**src/rtl/wbh_boot_req_gen.sv**
```systemverilog
// Soft-reboot request initiator: collects triggers, drives a stretched
// soft_boot_req and confirms acceptance by watching s_reset_n fall then rise.
module wbh_boot_req_gen #(
  parameter int REQ_HOLD = 16,
  parameter int TIMEOUT  = 1024,
  parameter int CNT_W    = 16
) (
  input  logic       clk,
  input  logic       reset_n,
  input  logic       cfg_boot_en,
  input  logic       sw_boot_req,
  input  logic       wdt_boot_req,
  input  logic       clr_status,
  input  logic       s_reset_n_i,
  output logic       soft_boot_req,
  output logic       busy,
  output logic       boot_done,
  output logic       boot_timeout,
  output logic [1:0] boot_cause,
  output logic [7:0] boot_count
);

  typedef enum logic [1:0] {
    S_IDLE = 2'd0,
    S_REQ  = 2'd1,
    S_WAIT = 2'd2
  } state_t;

  localparam logic [CNT_W-1:0] L_HOLD = CNT_W'(REQ_HOLD - 1);
  localparam logic [CNT_W-1:0] L_TOM1 = CNT_W'(TIMEOUT - 1);
  localparam logic [CNT_W-1:0] L_TO   = CNT_W'(TIMEOUT);

  state_t           r_state;
  logic [CNT_W-1:0] r_cnt;
  logic             r_ack;
  logic             r_req;
  logic             r_busy;
  logic             r_done;
  logic             r_timeout;
  logic [1:0]       r_cause;
  logic [7:0]       r_count;

  logic             r_sync1;
  logic             r_sync2;
  logic             r_srst_d;

  logic             w_fall;
  logic             w_trig;
  logic             w_accept;
  logic [1:0]       w_cause;
  logic             w_ack;

  assign w_fall   = r_srst_d & ~r_sync2;
  assign w_trig   = sw_boot_req | wdt_boot_req;
  assign w_accept = (r_state == S_IDLE) & cfg_boot_en
                  & r_sync2 & w_trig;
  assign w_cause  = sw_boot_req ? 2'b01 : 2'b10;
  assign w_ack    = (r_ack | w_fall) & (r_cnt >= L_HOLD);

  // Bring the asynchronous soft reset into the clk domain, plus one delay stage
  always_ff @(posedge clk or negedge reset_n) begin
    if (!reset_n) begin
      r_sync1  <= 1'b0;
      r_sync2  <= 1'b0;
      r_srst_d <= 1'b0;
    end else begin
      r_sync1  <= s_reset_n_i;
      r_sync2  <= r_sync1;
      r_srst_d <= r_sync2;
    end
  end

  // Handshake FSM with registered status outputs
  always_ff @(posedge clk or negedge reset_n) begin
    if (!reset_n) begin
      r_state   <= S_IDLE;
      r_cnt     <= '0;
      r_ack     <= 1'b0;
      r_req     <= 1'b0;
      r_busy    <= 1'b0;
      r_done    <= 1'b0;
      r_timeout <= 1'b0;
      r_cause   <= 2'b00;
      r_count   <= 8'd0;
    end else begin
      r_done <= 1'b0;
      if (clr_status) r_timeout <= 1'b0;
      case (r_state)
        S_IDLE: begin
          r_req  <= 1'b0;
          r_busy <= 1'b0;
          if (w_accept) begin
            r_state <= S_REQ;
            r_cnt   <= '0;
            r_ack   <= 1'b0;
            r_req   <= 1'b1;
            r_busy  <= 1'b1;
            r_cause <= w_cause;
          end
        end
        S_REQ: begin
          if (r_cnt != L_TO) r_cnt <= r_cnt + CNT_W'(1);
          if (w_fall) r_ack <= 1'b1;
          if (w_ack) begin
            r_req   <= 1'b0;
            r_state <= S_WAIT;
          end else if (r_cnt == L_TOM1) begin
            r_req     <= 1'b0;
            r_busy    <= 1'b0;
            r_timeout <= 1'b1;
            r_state   <= S_IDLE;
          end
        end
        S_WAIT: begin
          // Level test: a rise that landed during the hold window is not lost
          if (r_sync2) begin
            r_done  <= 1'b1;
            r_busy  <= 1'b0;
            r_state <= S_IDLE;
            if (r_count != 8'hFF) r_count <= r_count + 8'd1;
          end
        end
        default: begin
          r_state <= S_IDLE;
          r_req   <= 1'b0;
          r_busy  <= 1'b0;
        end
      endcase
    end
  end

  assign soft_boot_req = r_req;
  assign busy          = r_busy;
  assign boot_done     = r_done;
  assign boot_timeout  = r_timeout;
  assign boot_cause    = r_cause;
  assign boot_count    = r_count;

endmodule
```
**config.mk**
```make
export PLATFORM = sky130hd
export DESIGN_NAME = wbh_boot_req_gen
export DESIGN_NICKNAME = d
export VERILOG_FILES = /design/src/rtl/wbh_boot_req_gen.sv
export SDC_FILE = /design/constraint.sdc
export NUM_CORES = 1
export LEC_CHECK = 0
export BUFFER_PORTS_ARGS = -buffer_cell sky130_fd_sc_hd__buf_4
export CAP_MARGIN = 20
export CELL_PAD_IN_SITES_DETAIL_PLACEMENT = 1
export CELL_PAD_IN_SITES_GLOBAL_PLACEMENT = 2
export CORE_ASPECT_RATIO = 1.75
export CORE_MARGIN = 3
export CORE_UTILIZATION = 35
export CTS_CLUSTER_SIZE = 40
export DETAILED_ROUTE_END_ITERATION = 8
export PLACE_DENSITY_LB_ADDON = 0.05
export SLEW_MARGIN = 20
export SYNTH_ARGS = -nofsm -noshare
export SYNTH_HDL_FRONTEND = slang
export SYNTH_SLANG_ARGS = --single-unit
```
**constraint.sdc**
```tcl
create_clock -name clk -period 2.37 [get_ports clk]
set_input_delay 0 -clock clk [delete_from_list [all_inputs] [get_ports clk]]
set_output_delay 0 -clock clk [all_outputs]
set_load 0.05 [all_outputs]
```
Word-level counts from Yosys, hierarchy flattened
Cells that the tools add are included.
{"block": "word_totals", "register_bits": 36, "out_inout_bits": 14, "inputBits": 7, "elab_cells": 70}
{"block": "classes", "n_reduce_logical": 9, "magnitude_cmp": 1, "mux": 25, "bitwise": 9, "addsub": 2, "n_eq_ne": 12}
{"operator": "2-to-1 mux 16 bit", "n": 2}
{"operator": "case mux 16 bit (2 select lines)", "n": 1}
{"operator": "adder 16 x 1 -> 16 bit, second input constant", "n": 1}
{"operator": "== test 16 x 10 -> 1 bit, second input constant", "n": 1}
{"operator": ">= comparator 16 x 4 -> 1 bit, second input constant", "n": 1}
{"operator": "!= test 16 x 11 -> 1 bit, second input constant", "n": 1}
{"operator": "AND reduction 3 bit", "n": 5}
{"operator": "2-to-1 mux 1 bit", "n": 13}
{"operator": "!= test 2 bit, second input constant", "n": 6}
{"operator": "2-to-1 mux 2 bit", "n": 5}
{"operator": "adder 8 x 1 -> 8 bit, second input constant", "n": 1}
{"operator": "!= test 8 bit, second input constant", "n": 1}
{"operator": "case mux 1 bit (3 select lines)", "n": 2}
{"operator": "case mux 2 bit (3 select lines)", "n": 1}
{"operator": "bitwise AND 1 bit", "n": 5}
{"operator": "AND reduction 2 bit", "n": 2}
{"operator": "!= test 3 bit, second input constant", "n": 1}
{"operator": "== test 2 x 1 -> 1 bit, second input constant", "n": 1}
{"operator": "== test 2 bit, second input constant", "n": 1}
{"operator": "logical NOT 2 bit", "n": 1}
{"operator": "inverter 1 bit", "n": 2}
{"operator": "OR 1 bit", "n": 2}
{"operator": "case mux 1 bit (2 select lines)", "n": 1}
{"operator": "nonzero test 2 bit", "n": 1}

Longest topological paths before layout
Gate-level depths: netlist of the first run.
{"block": "logic_depth", "depth_word": 6, "depth_mapped": 6, "depth_no_buf": 6}

Worst setup path before layout of the first run
OpenSTA, ideal clock, no wires.
{"block": "synth_path", "path_kind": "reg2reg", "start": "register r_cnt[12]", "end": "register r_busy (netlist: busy)", "stages_incl_launch_ff": 6, "slack_ns": 0.203, "arrival_ns": 2.043, "setup_ns": 0.124, "t_required_ns": 2.246, "synth_period_minus_slack_ns": 2.167, "n_path_buf": 0, "path_cell_list": "dfrtp_1 or4_1 or3_1 or3_4 and3_4 a211o_1"}
{"block": "synth_between", "elab_chain_cells": 4, "elab_cells_between_ends": 6, "classes_between": "1 x order compare; 3 x eq/ne; 1 x bitwise; 1 x reduce/logical"}
{"item": "start, declared", "line_no": "34", "text": "logic [CNT_W-1:0] r_cnt;"}
{"item": "start signal, assigned", "line_no": "102", "text": "if (r_cnt != L_TO) r_cnt <= r_cnt + CNT_W'(1);"}
{"item": ">= comparator 16 x 4 -> 1 bit", "line_no": "58", "text": "assign w_ack = (r_ack | w_fall) & (r_cnt >= L_HOLD);"}
{"item": "bitwise AND 1 bit", "line_no": "58"}
{"item": "!= test 2 bit (no line)"}
{"item": "AND reduction 3 bit (no line) *"}
{"item": "end signal, assigned", "line_no": "80", "text": "r_busy <= 1'b0;"}
{"item": "end signal, assigned", "line_no": "91", "text": "r_busy <= 1'b0;"}
{"item": "end signal, assigned", "line_no": "97", "text": "r_busy <= 1'b1;"}
{"item": "end, declared", "line_no": "37", "text": "logic r_busy;"}
Mark *: on every way between the ends. The rest lies on a longest branch, timed or not.
A chain may end at the register's enable or synchronous reset.

Worst setup path after layout of the first run
Same ends and word-level chain as after synthesis.

==> reports/qor.log, run 1 <==
INFO  status         run_status=finished clean
INFO  floorplanning  num_rows=32
INFO  clocking       cts_num_sinks=36
INFO  finish         antennaDiodeCount=0
INFO  placed_design  portBuffers=20
INFO  run            cap_violations=0
INFO  sta            sum_of_negative_setup_slack=0ns
INFO  routing        remaining_drc_errors=0
INFO  setup_path     critical_path.endpoint_type=flip-flop
INFO  yosys          synthDominantAreaCellType=sky130_fd_sc_hd__dfrtp_1
INFO  routing        ant_nets=0
INFO  sta            max_slew_margin=0.4752
INFO  hold_path      min-delay-path-class=in -> async
INFO  clocking       cts_root_buffer=sky130_fd_sc_hd__clkbuf_8
INFO  power_and_ir_drop powerDensity=964.5mW/mm^2
INFO  sta            clock-skew-final=0.01041ns
INFO  placed_design  detailed_place.area=0.001894mm^2
INFO  finish         areaGrowthSynthToFinish=21.84%
INFO  sta            whs=0.2025ns
INFO  routing        dr.first_iter.drc_count=26
INFO  routing        detailedRoute.firstPassIterationCount=4
INFO  setup_path     critical_path_peak_fanout=4
INFO  yosys          synthesis.area=0.001662mm^2
INFO  yosys          yosysWarnings=0
INFO  clocking       maximum_count_of_clock_buffers_along_a_single_path=2
INFO  placed_design  gpl_wtd_cong=0.8168
INFO  floorplanning  die-height=97.15um
INFO  floorplanning  io-pin-count=21
INFO  setup_path     rr_startpoint=r_cnt[12]$_DFFE_PN0P_
INFO  sta            fin_crit=2.279ns
INFO  clocking       clk_latency=0.29ns
INFO  finish         nFillCells=535
INFO  floorplanning  die_x=58.09um
INFO  yosys          syn_avg_cell_area=10.58um^2
INFO  grt            first_global_vias=1424
INFO  clocking       clkSlewWorstSetupHoldPaths=0.08ns
INFO  clocking       number_of_buffers_created_by_cts=5
INFO  power_and_ir_drop finalPower=1.952mW
INFO  finish         finalNetCount=200
INFO  yosys          syn_nets=167
INFO  finish         post_route_cells_drive_above_1_share=0.1728
INFO  setup_path     critical_path_source=r_cnt[12]$_DFFE_PN0P_
INFO  grt            grt_first_pass_wirelength=6969um
INFO  grt            grt_antenna_before_repair=0
INFO  setup_path     worst_ep_required_time=2.55ns
INFO  routing        via_per_inst=5.289
INFO  finish         stdcell_area=0.002024mm^2
INFO  clocking       cts_tree=built
INFO  yosys          yosys_register_bits=36
INFO  yosys          syn-instance-count=157
INFO  power_and_ir_drop vdd.ir_drop.worst=0.0005352V
INFO  setup_path     crit_path_arrival_time=2.46ns
INFO  yosys          synth-edff-count=0
INFO  yosys          netlist.area_leader.share=0.5422
INFO  yosys          yosysMostFrequentCell=sky130_fd_sc_hd__dfrtp_1
INFO  sta            timing_max_transition_violations_final=0
INFO  setup_path     timing.critical_path.from_type=flip-flop
INFO  sta            fmax=438.7MHz
INFO  yosys          synth_top_cells_by_count=sky130_fd_sc_hd__dfrtp_1 (36), sky130_fd_sc_hd__nor2_1 (18), sky130_fd_sc_hd__nand2_1 (15), sky130_fd_sc_hd__nand3_1 (15), sky130_fd_sc_hd__xnor2_1 (13)
INFO  setup_path     setup.worst_path.class=reg -> reg
INFO  routing        routed_wl=4134um
INFO  floorplanning  die_area=0.005643mm^2
INFO  clocking       cts_resized=0
INFO  sta            worst-slew-pin-transition=0.7865ns
INFO  power_and_ir_drop power.leakage=0.9718nW
INFO  yosys          synthArstFlopShare=1.000
INFO  placed_design  post-dp-hpwl=3062um
INFO  routing        detailroute.via_count=1280
INFO  yosys          ys_types=39
INFO  clocking       cts_htree_levels=2
INFO  sta            finalSetupViolCount=0
INFO  sta            unrepaired_setup_endpoints_after_global_routing=no
INFO  sta            finalHoldViolCount=0
INFO  grt            grt_overflow=0
INFO  sta            min_period_over_period=0.9617
INFO  floorplanning  core_area=0.004484mm^2
INFO  grt            grt_max_degree=37
INFO  yosys          seq_area_frac_synth=0.5422
INFO  grt            globalRouteTotalUtil=0.1620
INFO  floorplanning  initial_utilization=0.3705
INFO  yosys          postSynth.topFlopCell=sky130_fd_sc_hd__dfrtp_1
INFO  routing        wl_per_cell=17.08um
INFO  yosys          synth_area_leaders=sky130_fd_sc_hd__dfrtp_1 (54%), sky130_fd_sc_hd__xnor2_1 (6.9%), sky130_fd_sc_hd__nand3_1 (4.5%)
==> cell usage in the layout, fill, tap and decap left out, drive strengths merged, types with 2 or more instances in the layout <==
cell type and instances:
dfrtp 36, or3 2, o22ai 3, o21ai 3, inv 4, clkbuf 8, nand4 2, nor2b 2
and3 6, or4 3, xor2 6, ha 3, dlygate4sd3 4, nand2 15, buf 23, nor4 2
nand2b 2, nor2 18, nor3 4, xnor2 13, nand3 16
==> cell families after synthesis <==
group | count (synthesis) | share of synthesized area
AOI/OAI and AO/OA | 14 | 0.06175
xor gates and xnor gates | 19 | 0.1002
adders and majority gates | 3 | 0.02259
buffers and inverters | 5 | 0.01129
DFF | 36 | 0.5422
muxes | 2 | 0.01280
and+or+nand+nor | 78 | 0.2492
==> flip-flops by register name (all words and copies together) (netlist names) <==
| register | flops |
|---|---|
| boot_cause | 2 |
| boot_count | 8 |
| boot_done | 1 |
| boot_timeout | 1 |
| busy | 1 |
| r_ack | 1 |
| r_cnt | 16 |
| r_srst_d | 1 |
| r_state | 2 |
| r_sync1 | 1 |
| r_sync2 | 1 |
| soft_boot_req | 1 |
==> report_power, final <==
group / internal [mW] / switching (mW)
Clock: 0.237 / 0.217
Combinational: 0.231 / 0.411
Sequential: 0.726 / 0.130
Total: 1.19 / 0.759
==> routing by layer <==
metal | share of wire | up-vias | track usage
met5 | 0 | - | 0
met4 | 0.024 | 0 | 0.07321
met3 | 0.023 | 8 | 0.02793
met2 | 0.58 | 20 | 0.2988
met1 | 0.37 | 634 | 0.1700
li1 | - | 618 | -
==> stage by stage <==
| step | instances | worst slack (ns) | utilization |
|---|---|---|---|
| after floorplan | 157 | 0.2031 | - |
| after global placement | 230 | 0.1363 | 0.4224 |
| after detailed placement | 230 | 0.1040 | 0.4224 |
| after CTS | 242 | 0.08745 | 0.4515 |
| after global routing | 242 | 0.02287 | 0.4515 |
| final | 242 | 0.09073 | 0.4515 |
==> cell type report <==
type,instances,area [um^2],area share
Multi-Input combinational cell,116,742.0,0.3665
Clock buffer,8,90.09,0.04450
Sequential cell,36,900.9,0.4450
Tap cell,51,63.81,0.03152
Inverter,4,15.01,0.007417
Timing Repair Buffer,27,212.7,0.1051
==> critical path: stages, from the launching register on <==
cell and delay, ns:
sky130_fd_sc_hd__dfrtp_1 0.42, sky130_fd_sc_hd__or4_1 0.54, sky130_fd_sc_hd__or3_1 0.36, sky130_fd_sc_hd__or3_4 0.41, sky130_fd_sc_hd__and3_4 0.19, sky130_fd_sc_hd__a211o_1 0.25
==> worst paths after layout <==
| check | cells after the start | end | slack, ns |
|---|---|---|---|
| max | 5 | busy$_DFFE_PN0P_ | 0.09 |
| min | 2 | r_cnt[0]$_DFFE_PN0P_ | 0.20 |
| max reg2reg | 5 | busy$_DFFE_PN0P_ | 0.09 |
| min reg2reg | 0 | r_sync2$_DFF_PN0_ | 0.37 |
| max in group asynchronous | 2 | r_state[0]$_DFFE_PN0P_ | 1.83 |
| min in group clk | 3 | r_cnt[10]$_DFFE_PN0P_ | 0.30 |
==> repair_timing <==
action                    in CTS  in global routing
buffers inserted               0                  0
hold buffers                   4                  0
hold endpoints to repair      40                  0
Power figures use the tool's default switching activity.
==> run 2, diff against run 1 <==
--- a/config.mk
+++ b/config.mk
@@ -7,8 +7,6 @@
 export LEC_CHECK = 0
 export BUFFER_PORTS_ARGS = -buffer_cell sky130_fd_sc_hd__buf_4
 export CAP_MARGIN = 20
-export CELL_PAD_IN_SITES_DETAIL_PLACEMENT = 1
-export CELL_PAD_IN_SITES_GLOBAL_PLACEMENT = 2
 export CORE_ASPECT_RATIO = 1.75
 export CORE_MARGIN = 3
 export CORE_UTILIZATION = 35
==> run 2 against run 1 <==
  * Cell count increased by 0.41%
  * Fmax increased by 0.87%
  * Non-clock buffer count rose by 1
  * Global-route usage decreased by 0.96 points
  * Critical endpoint unchanged
  * Combinational power up 3.1%
  * Setup slack improved by 0.020 ns
  * Highest routed layer unchanged
  * Clock skew shrank 0.0049 ns
  * Register-to-register slack improved by 0.02 ns
  * Sequential power decreased by 2.5%
==> reports/qor.log, run 2 (synthesized netlist as in run 1, its figures left out) <==
INFO  sta            clock-skew-final=0.005560ns
INFO  sta            timing_max_transition_violations_final=0
INFO  finish         post_route_cells_drive_above_1_share=0.1771
INFO  sta            fin_crit=2.260ns
INFO  finish         top_register=r_cnt
INFO  sta            fmax=442.6MHz
INFO  setup_path     timing.critical_path.from_type=flip-flop
INFO  routing        dr.first_iter.drc_count=24
INFO  floorplanning  die_area=0.005643mm^2
INFO  grt            first_global_vias=1352
INFO  clocking       cts_num_sinks=36
INFO  floorplanning  num_rows=32
INFO  routing        detailedRoute.firstPassIterationCount=3
INFO  placed_design  portBuffers=20
INFO  sta            whs=0.2138ns
INFO  power_and_ir_drop share_clk_of_total_power=0.233
INFO  sta            finalWorstSetupSlack=0.1105ns
INFO  setup_path     ordered_cell_list_for_the_critical_path=or4_1 > or3_1 > or3_4 > and3_4 > a211o_1
INFO  grt            grt_overflow=0
INFO  finish         antennaDiodeCount=0
INFO  grt            grt_first_pass_wirelength=6589um
INFO  placed_design  gpl_wtd_cong=0.8703
INFO  placed_design  post-dp-hpwl=2806um
INFO  routing        detailroute.via_count=1291
INFO  setup_path     critical_path_peak_fanout=4
INFO  routing        ant_nets=0
INFO  grt            globalRouteTotalUtil=0.1525
INFO  setup_path     cpMaxStageDelayCell=sky130_fd_sc_hd__or4_1
INFO  sta            unrepaired_setup_endpoints_after_global_routing=no
INFO  sta            worst-slew-pin-transition=0.6905ns
INFO  finish         final_cell_mix=sky130_fd_sc_hd__dfrtp_1 (36), sky130_fd_sc_hd__buf_4 (24), sky130_fd_sc_hd__nor2_1 (18)
INFO  clocking       cts_tree=built
INFO  clocking       clk_latency=0.29ns
INFO  floorplanning  die-height=97.15um
INFO  floorplanning  die_x=58.09um
INFO  setup_path     setup.worst_path.class=reg -> reg
INFO  routing        routed_wl=3788um
INFO  setup_path     critical_path_buffer_and_inverter_count=0
INFO  floorplanning  io-pin-count=21
INFO  sta            finalHoldViolCount=0
INFO  routing        wl_per_cell=15.59um
INFO  clocking       clkSlewWorstSetupHoldPaths=0.07ns
INFO  setup_path     crit_path_arrival_time=2.44ns
INFO  hold_path      min-delay-path-class=in -> async
INFO  sta            sum_of_negative_setup_slack=0ns
INFO  routing        remaining_drc_errors=0
INFO  clocking       maximum_count_of_clock_buffers_along_a_single_path=2
INFO  power_and_ir_drop combinationalPowerShare=0.339
INFO  power_and_ir_drop seq_power_share=0.428
INFO  finish         most_common_cell_after_layout_fill_and_taps_aside=sky130_fd_sc_hd__dfrtp_1
INFO  clocking       cts_root_buffer=sky130_fd_sc_hd__clkbuf_8
INFO  finish         finalNetCount=201
INFO  power_and_ir_drop power.internal=1.202mW
INFO  power_and_ir_drop vdd.ir_drop.worst=0.0006668V
INFO  placed_design  dp_worst_setup_slack=0.1120ns
INFO  grt            grt_antenna_before_repair=0
INFO  finish         stdcell_area=0.002032mm^2
INFO  setup_path     worst_ep_required_time=2.55ns
INFO  power_and_ir_drop switching_fraction_of_total_power=0.3842
INFO  clocking       cts_htree_levels=2
INFO  run            cap_violations=0
INFO  routing        via_per_inst=5.313
INFO  power_and_ir_drop switching_power=0.7501mW
INFO  sta            max_slew_margin=0.5392
INFO  power_and_ir_drop finalPower=1.952mW
INFO  grt            grt_max_degree=37
INFO  floorplanning  core_area=0.004484mm^2
INFO  power_and_ir_drop powerDensity=960.8mW/mm^2
INFO  power_and_ir_drop power.leakage=0.9772nW
INFO  setup_path     critical_path.endpoint_type=flip-flop
INFO  clocking       cts_resized=0
INFO  sta            finalSetupViolCount=0
INFO  finish         areaGrowthSynthToFinish=22.29%
INFO  clocking       number_of_buffers_created_by_cts=5
INFO  sta            min_period_over_period=0.9534
INFO  finish         largest_register_ff_count=16
INFO  placed_design  detailed_place.area=0.001902mm^2
INFO  status         run_status=finished clean
INFO  floorplanning  initial_utilization=0.3705
INFO  setup_path     largest_incremental_delay_on_the_critical_path=0.54ns
INFO  setup_path     crit_family=simple AND/OR/NAND/NOR gates
==> run 2: changes by cell type in the layout (fill, tap and decap cells not counted) <==
| cell | before | now |
|---|---|---|
| sky130_fd_sc_hd__buf_4 | 23 | 24 |
==> run 2: worst paths after layout <==
check                                      start                        end  slack [ns]  depth (start not counted)
min in group clk                     cfg_boot_en     r_state[0]$_DFFE_PN0P_        0.26                          3
hold / removal                           reset_n       r_cnt[4]$_DFFE_PN0P_        0.21                          2
setup / recovery           r_cnt[12]$_DFFE_PN0P_           busy$_DFFE_PN0P_        0.11                          5
hold reg to reg                r_sync1$_DFF_PN0_          r_sync2$_DFF_PN0_        0.36                          0
max in group asynchronous                reset_n  boot_count[2]$_DFFE_PN0P_        1.82                          2
setup reg to reg           r_cnt[12]$_DFFE_PN0P_           busy$_DFFE_PN0P_        0.11                          5
==> run 2: repair_timing <==
action                                 in CTS  in global routing
hold buffers                                4                  0
setup endpoints to repair                   0                  0
buffers inserted                            0                  0
endpoints found under the hold margin      40                  0
==> run 2: through the flow <==
stage / instances / util
2_1_floorplan: 157 / -
3_3_place_gp: 231 / 0.4241
3_5_place_dp: 231 / 0.4241
4_1_cts: 243 / 0.4531
5_1_grt: 243 / 0.4531
6_report: 243 / 0.4531
==> run 2: layout make-up <==
type | instances | area (um^2)
clock buffers | 8 | 90.09
flip-flops and latches | 36 | 900.9
repair buffers | 28 | 220.2
well taps | 51 | 63.81
multi-input cells | 116 | 742.0
inverters | 4 | 15.01
fillers | 439 | 2452
==> run 2: per-layer routing <==
layer	global-route usage	up-vias	share of wire
met5	0	-	0
met4	0.06250	0	0.019
met3	0.03989	8	0.030
met2	0.2587	21	0.55
met1	0.1763	642	0.41
li1	-	620	-
==> run 2: power by group through the flow <==
stage               logic [mW]  clock network, mW  registers [mW]
finish                   0.662              0.455           0.835
global route             0.727              0.493           0.856
CTS                      0.674              0.466           0.837
detailed placement       0.667                  0           0.848
global placement         0.662                  0           0.842
floorplan                0.246                  0            1.03
==> run 3, diff against run 2 <==
--- a/config.mk
+++ b/config.mk
@@ -7,7 +7,6 @@
 export LEC_CHECK = 0
 export BUFFER_PORTS_ARGS = -buffer_cell sky130_fd_sc_hd__buf_4
 export CAP_MARGIN = 20
-export CORE_ASPECT_RATIO = 1.75
 export CORE_MARGIN = 3
 export CORE_UTILIZATION = 35
 export CTS_CLUSTER_SIZE = 40
==> constraint.sdc (replaced) <==
create_clock -name clk -period 2.4 [get_ports clk]
set_input_delay 0 -clock clk [delete_from_list [all_inputs] [get_ports clk]]
set_output_delay 0 -clock clk [all_outputs]
set_load 0.05 [all_outputs]
==> run 3 against run 2 <==
  * Sequential share of layout area down 0.49 points
  * Fmax down 1.1%
  * Non-clock buffer count down 2
  * Largest power group unchanged
  * Setup slack better by 0.0060 ns
  * Worst hold slack better by 0.00081 ns
  * Sequential power about the same
  * Critical path depth unchanged
  * Die area down 0.58%
  * Via count down 3.1%
  * Sequential cell count unchanged
==> reports/qor.log, run 3 (synthesized netlist as in run 1, its figures left out) <==
INFO  routing        routed_wl=3450um
INFO  setup_path     setup.worst_path.class=reg -> reg
INFO  setup_path     critical_path_source=r_cnt[12]$_DFFE_PN0P_
INFO  placed_design  gpl_wtd_cong=0.7689
INFO  placed_design  placedCellCount=230
INFO  setup_path     worst_ep_required_time=2.57ns
INFO  finish         finalNetCount=199
INFO  clocking       cts_num_sinks=36
INFO  clocking       cts_htree_levels=2
INFO  clocking       clkSlewWorstSetupHoldPaths=0.07ns
INFO  sta            sum_of_negative_setup_slack=0ns
INFO  sta            fin_crit=2.284ns
INFO  grt            grt_antenna_before_repair=0
INFO  floorplanning  die-height=74.90um
INFO  power_and_ir_drop vdd.ir_drop.worst=0.0004248V
INFO  hold_path      min-delay-path-class=in -> async
INFO  sta            worst-slew-pin-transition=0.8062ns
INFO  clocking       clk_latency=0.28ns
INFO  finish         top_register=r_cnt
INFO  placed_design  portBuffers=20
INFO  routing        detailroute.via_count=1251
INFO  finish         largest_register_ff_count=16
INFO  floorplanning  io-pin-count=21
INFO  finish         nFillCells=411
INFO  sta            min_period_over_period=0.9515
INFO  run            cap_violations=0
INFO  routing        ant_nets=0
INFO  power_and_ir_drop finalPower=2.054mW
INFO  sta            unrepaired_setup_endpoints_after_global_routing=no
INFO  floorplanning  die_x=74.90um
INFO  finish         final_cell_mix=sky130_fd_sc_hd__dfrtp_1 (36), sky130_fd_sc_hd__buf_4 (22), sky130_fd_sc_hd__nor2_1 (18)
INFO  finish         final-instance-count-excl-fill=242
INFO  clocking       cts_root_buffer=sky130_fd_sc_hd__clkbuf_8
INFO  sta            fmax=437.9MHz
INFO  placed_design  post-dp-hpwl=2442um
INFO  grt            globalRouteTotalUtil=0.1415
INFO  grt            first_global_vias=1237
INFO  setup_path     critical_path_peak_fanout=4
INFO  setup_path     critical_path.endpoint_type=flip-flop
INFO  finish         post_route_cells_drive_above_1_share=0.1789
INFO  clocking       postCtsSetupRepairBufs=0
INFO  sta            max_slew_margin=0.4620
INFO  grt            grt_first_pass_wirelength=5954um
INFO  routing        dr.first_iter.drc_count=58
INFO  routing        via_per_inst=5.169
INFO  setup_path     crit_path_arrival_time=2.46ns
INFO  routing        detailedRoute.firstPassIterationCount=4
INFO  grt            grt_overflow=0
INFO  finish         antennaDiodeCount=0
INFO  routing        remaining_drc_errors=0
INFO  power_and_ir_drop powerDensity=999.6mW/mm^2
INFO  sta            timing_max_transition_violations_final=0
INFO  floorplanning  die_area=0.005610mm^2
INFO  finish         most_common_cell_after_layout_fill_and_taps_aside=sky130_fd_sc_hd__dfrtp_1
INFO  sta            clock-skew-final=0.006596ns
INFO  sta            finalSetupViolCount=0
INFO  sta            finalHoldViolCount=0
INFO  status         run_status=finished clean
INFO  floorplanning  core_area=0.004474mm^2
INFO  setup_path     rr_startpoint=r_cnt[12]$_DFFE_PN0P_
INFO  routing        wl_per_cell=14.26um
INFO  floorplanning  initial_utilization=0.3714
INFO  setup_path     timing.critical_path.from_type=flip-flop
INFO  grt            grt_max_degree=37
INFO  sta            whs=0.2146ns
INFO  clocking       maximum_count_of_clock_buffers_along_a_single_path=2
INFO  power_and_ir_drop power.leakage=0.9853nW
INFO  finish         areaGrowthSynthToFinish=23.64%
INFO  floorplanning  num_rows=24
INFO  clocking       cts_tree=built
INFO  clocking       number_of_buffers_created_by_cts=5
## run 3: power breakdown
part	switching (mW)	leakage (nW)	internal [mW]	total (mW)
Sequential	0.119	0.477	0.717	0.836
Combinational	0.408	0.443	0.231	0.639
Clock	0.212	0.0645	0.367	0.579
Total	0.740	0.985	1.31	2.05
## run 3: final cells by class
type                       instances  area [um^2]  area share
clock buffer                       7        96.34     0.04689
clock inverter                     1        30.03     0.01462
multi-input combinational        116        742.0      0.3611
inverter                           4        15.01    0.007308
sequential                        36        900.9      0.4385
timing repair buffer              26        205.2     0.09988
tap                               52        65.06     0.03167
## run 3: repair_timing
action	in CTS	in global routing
hold buffers	4	0
resized for setup	0	0
hold endpoints to repair	40	0
## run 3: per-layer routing
| layer | vias to the layer above | track usage | wire length (um) |
|---|---|---|---|
| li1 | 615 | - | - |
| met4 | 0 | 0.05336 | 38 |
| met2 | 27 | 0.2079 | 1537 |
| met1 | 604 | 0.1963 | 1722 |
| met3 | 5 | 0.04272 | 152 |
| met5 | - | 0 | 0 |
## run 3: worst paths after layout
kind | to | slack, ns | depth (start not counted)
setup / recovery | busy$_DFFE_PN0P_ | 0.12 | 5
min in group clk | r_cnt[9]$_DFFE_PN0P_ | 0.29 | 4
max in group asynchronous | boot_timeout$_DFF_PN0_ | 1.86 | 2
hold reg to reg | r_sync2$_DFF_PN0_ | 0.36 | 0
setup reg to reg | busy$_DFFE_PN0P_ | 0.12 | 5
hold / removal | r_cnt[6]$_DFFE_PN0P_ | 0.21 | 2
## run 3: worst max-delay path, cell delays in order, from the launching register on
cell,delay [ns]
sky130_fd_sc_hd__dfrtp_1,0.41
sky130_fd_sc_hd__or4_1,0.55
sky130_fd_sc_hd__or3_1,0.36
sky130_fd_sc_hd__or3_4,0.41
sky130_fd_sc_hd__and3_4,0.19
sky130_fd_sc_hd__a211o_1,0.25
## run 3: metrics by stage
step / utilization / setup WS, ns / area, um^2
global route: 0.4592 / 0.06670 / 2054
CTS: 0.4592 / 0.1201 / 2054
floorplan: - / 0.2331 / 1662
detailed placement: 0.4220 / 0.1320 / 1888
global placement: 0.4220 / 0.1644 / 1888
finish: 0.4592 / 0.1164 / 2054
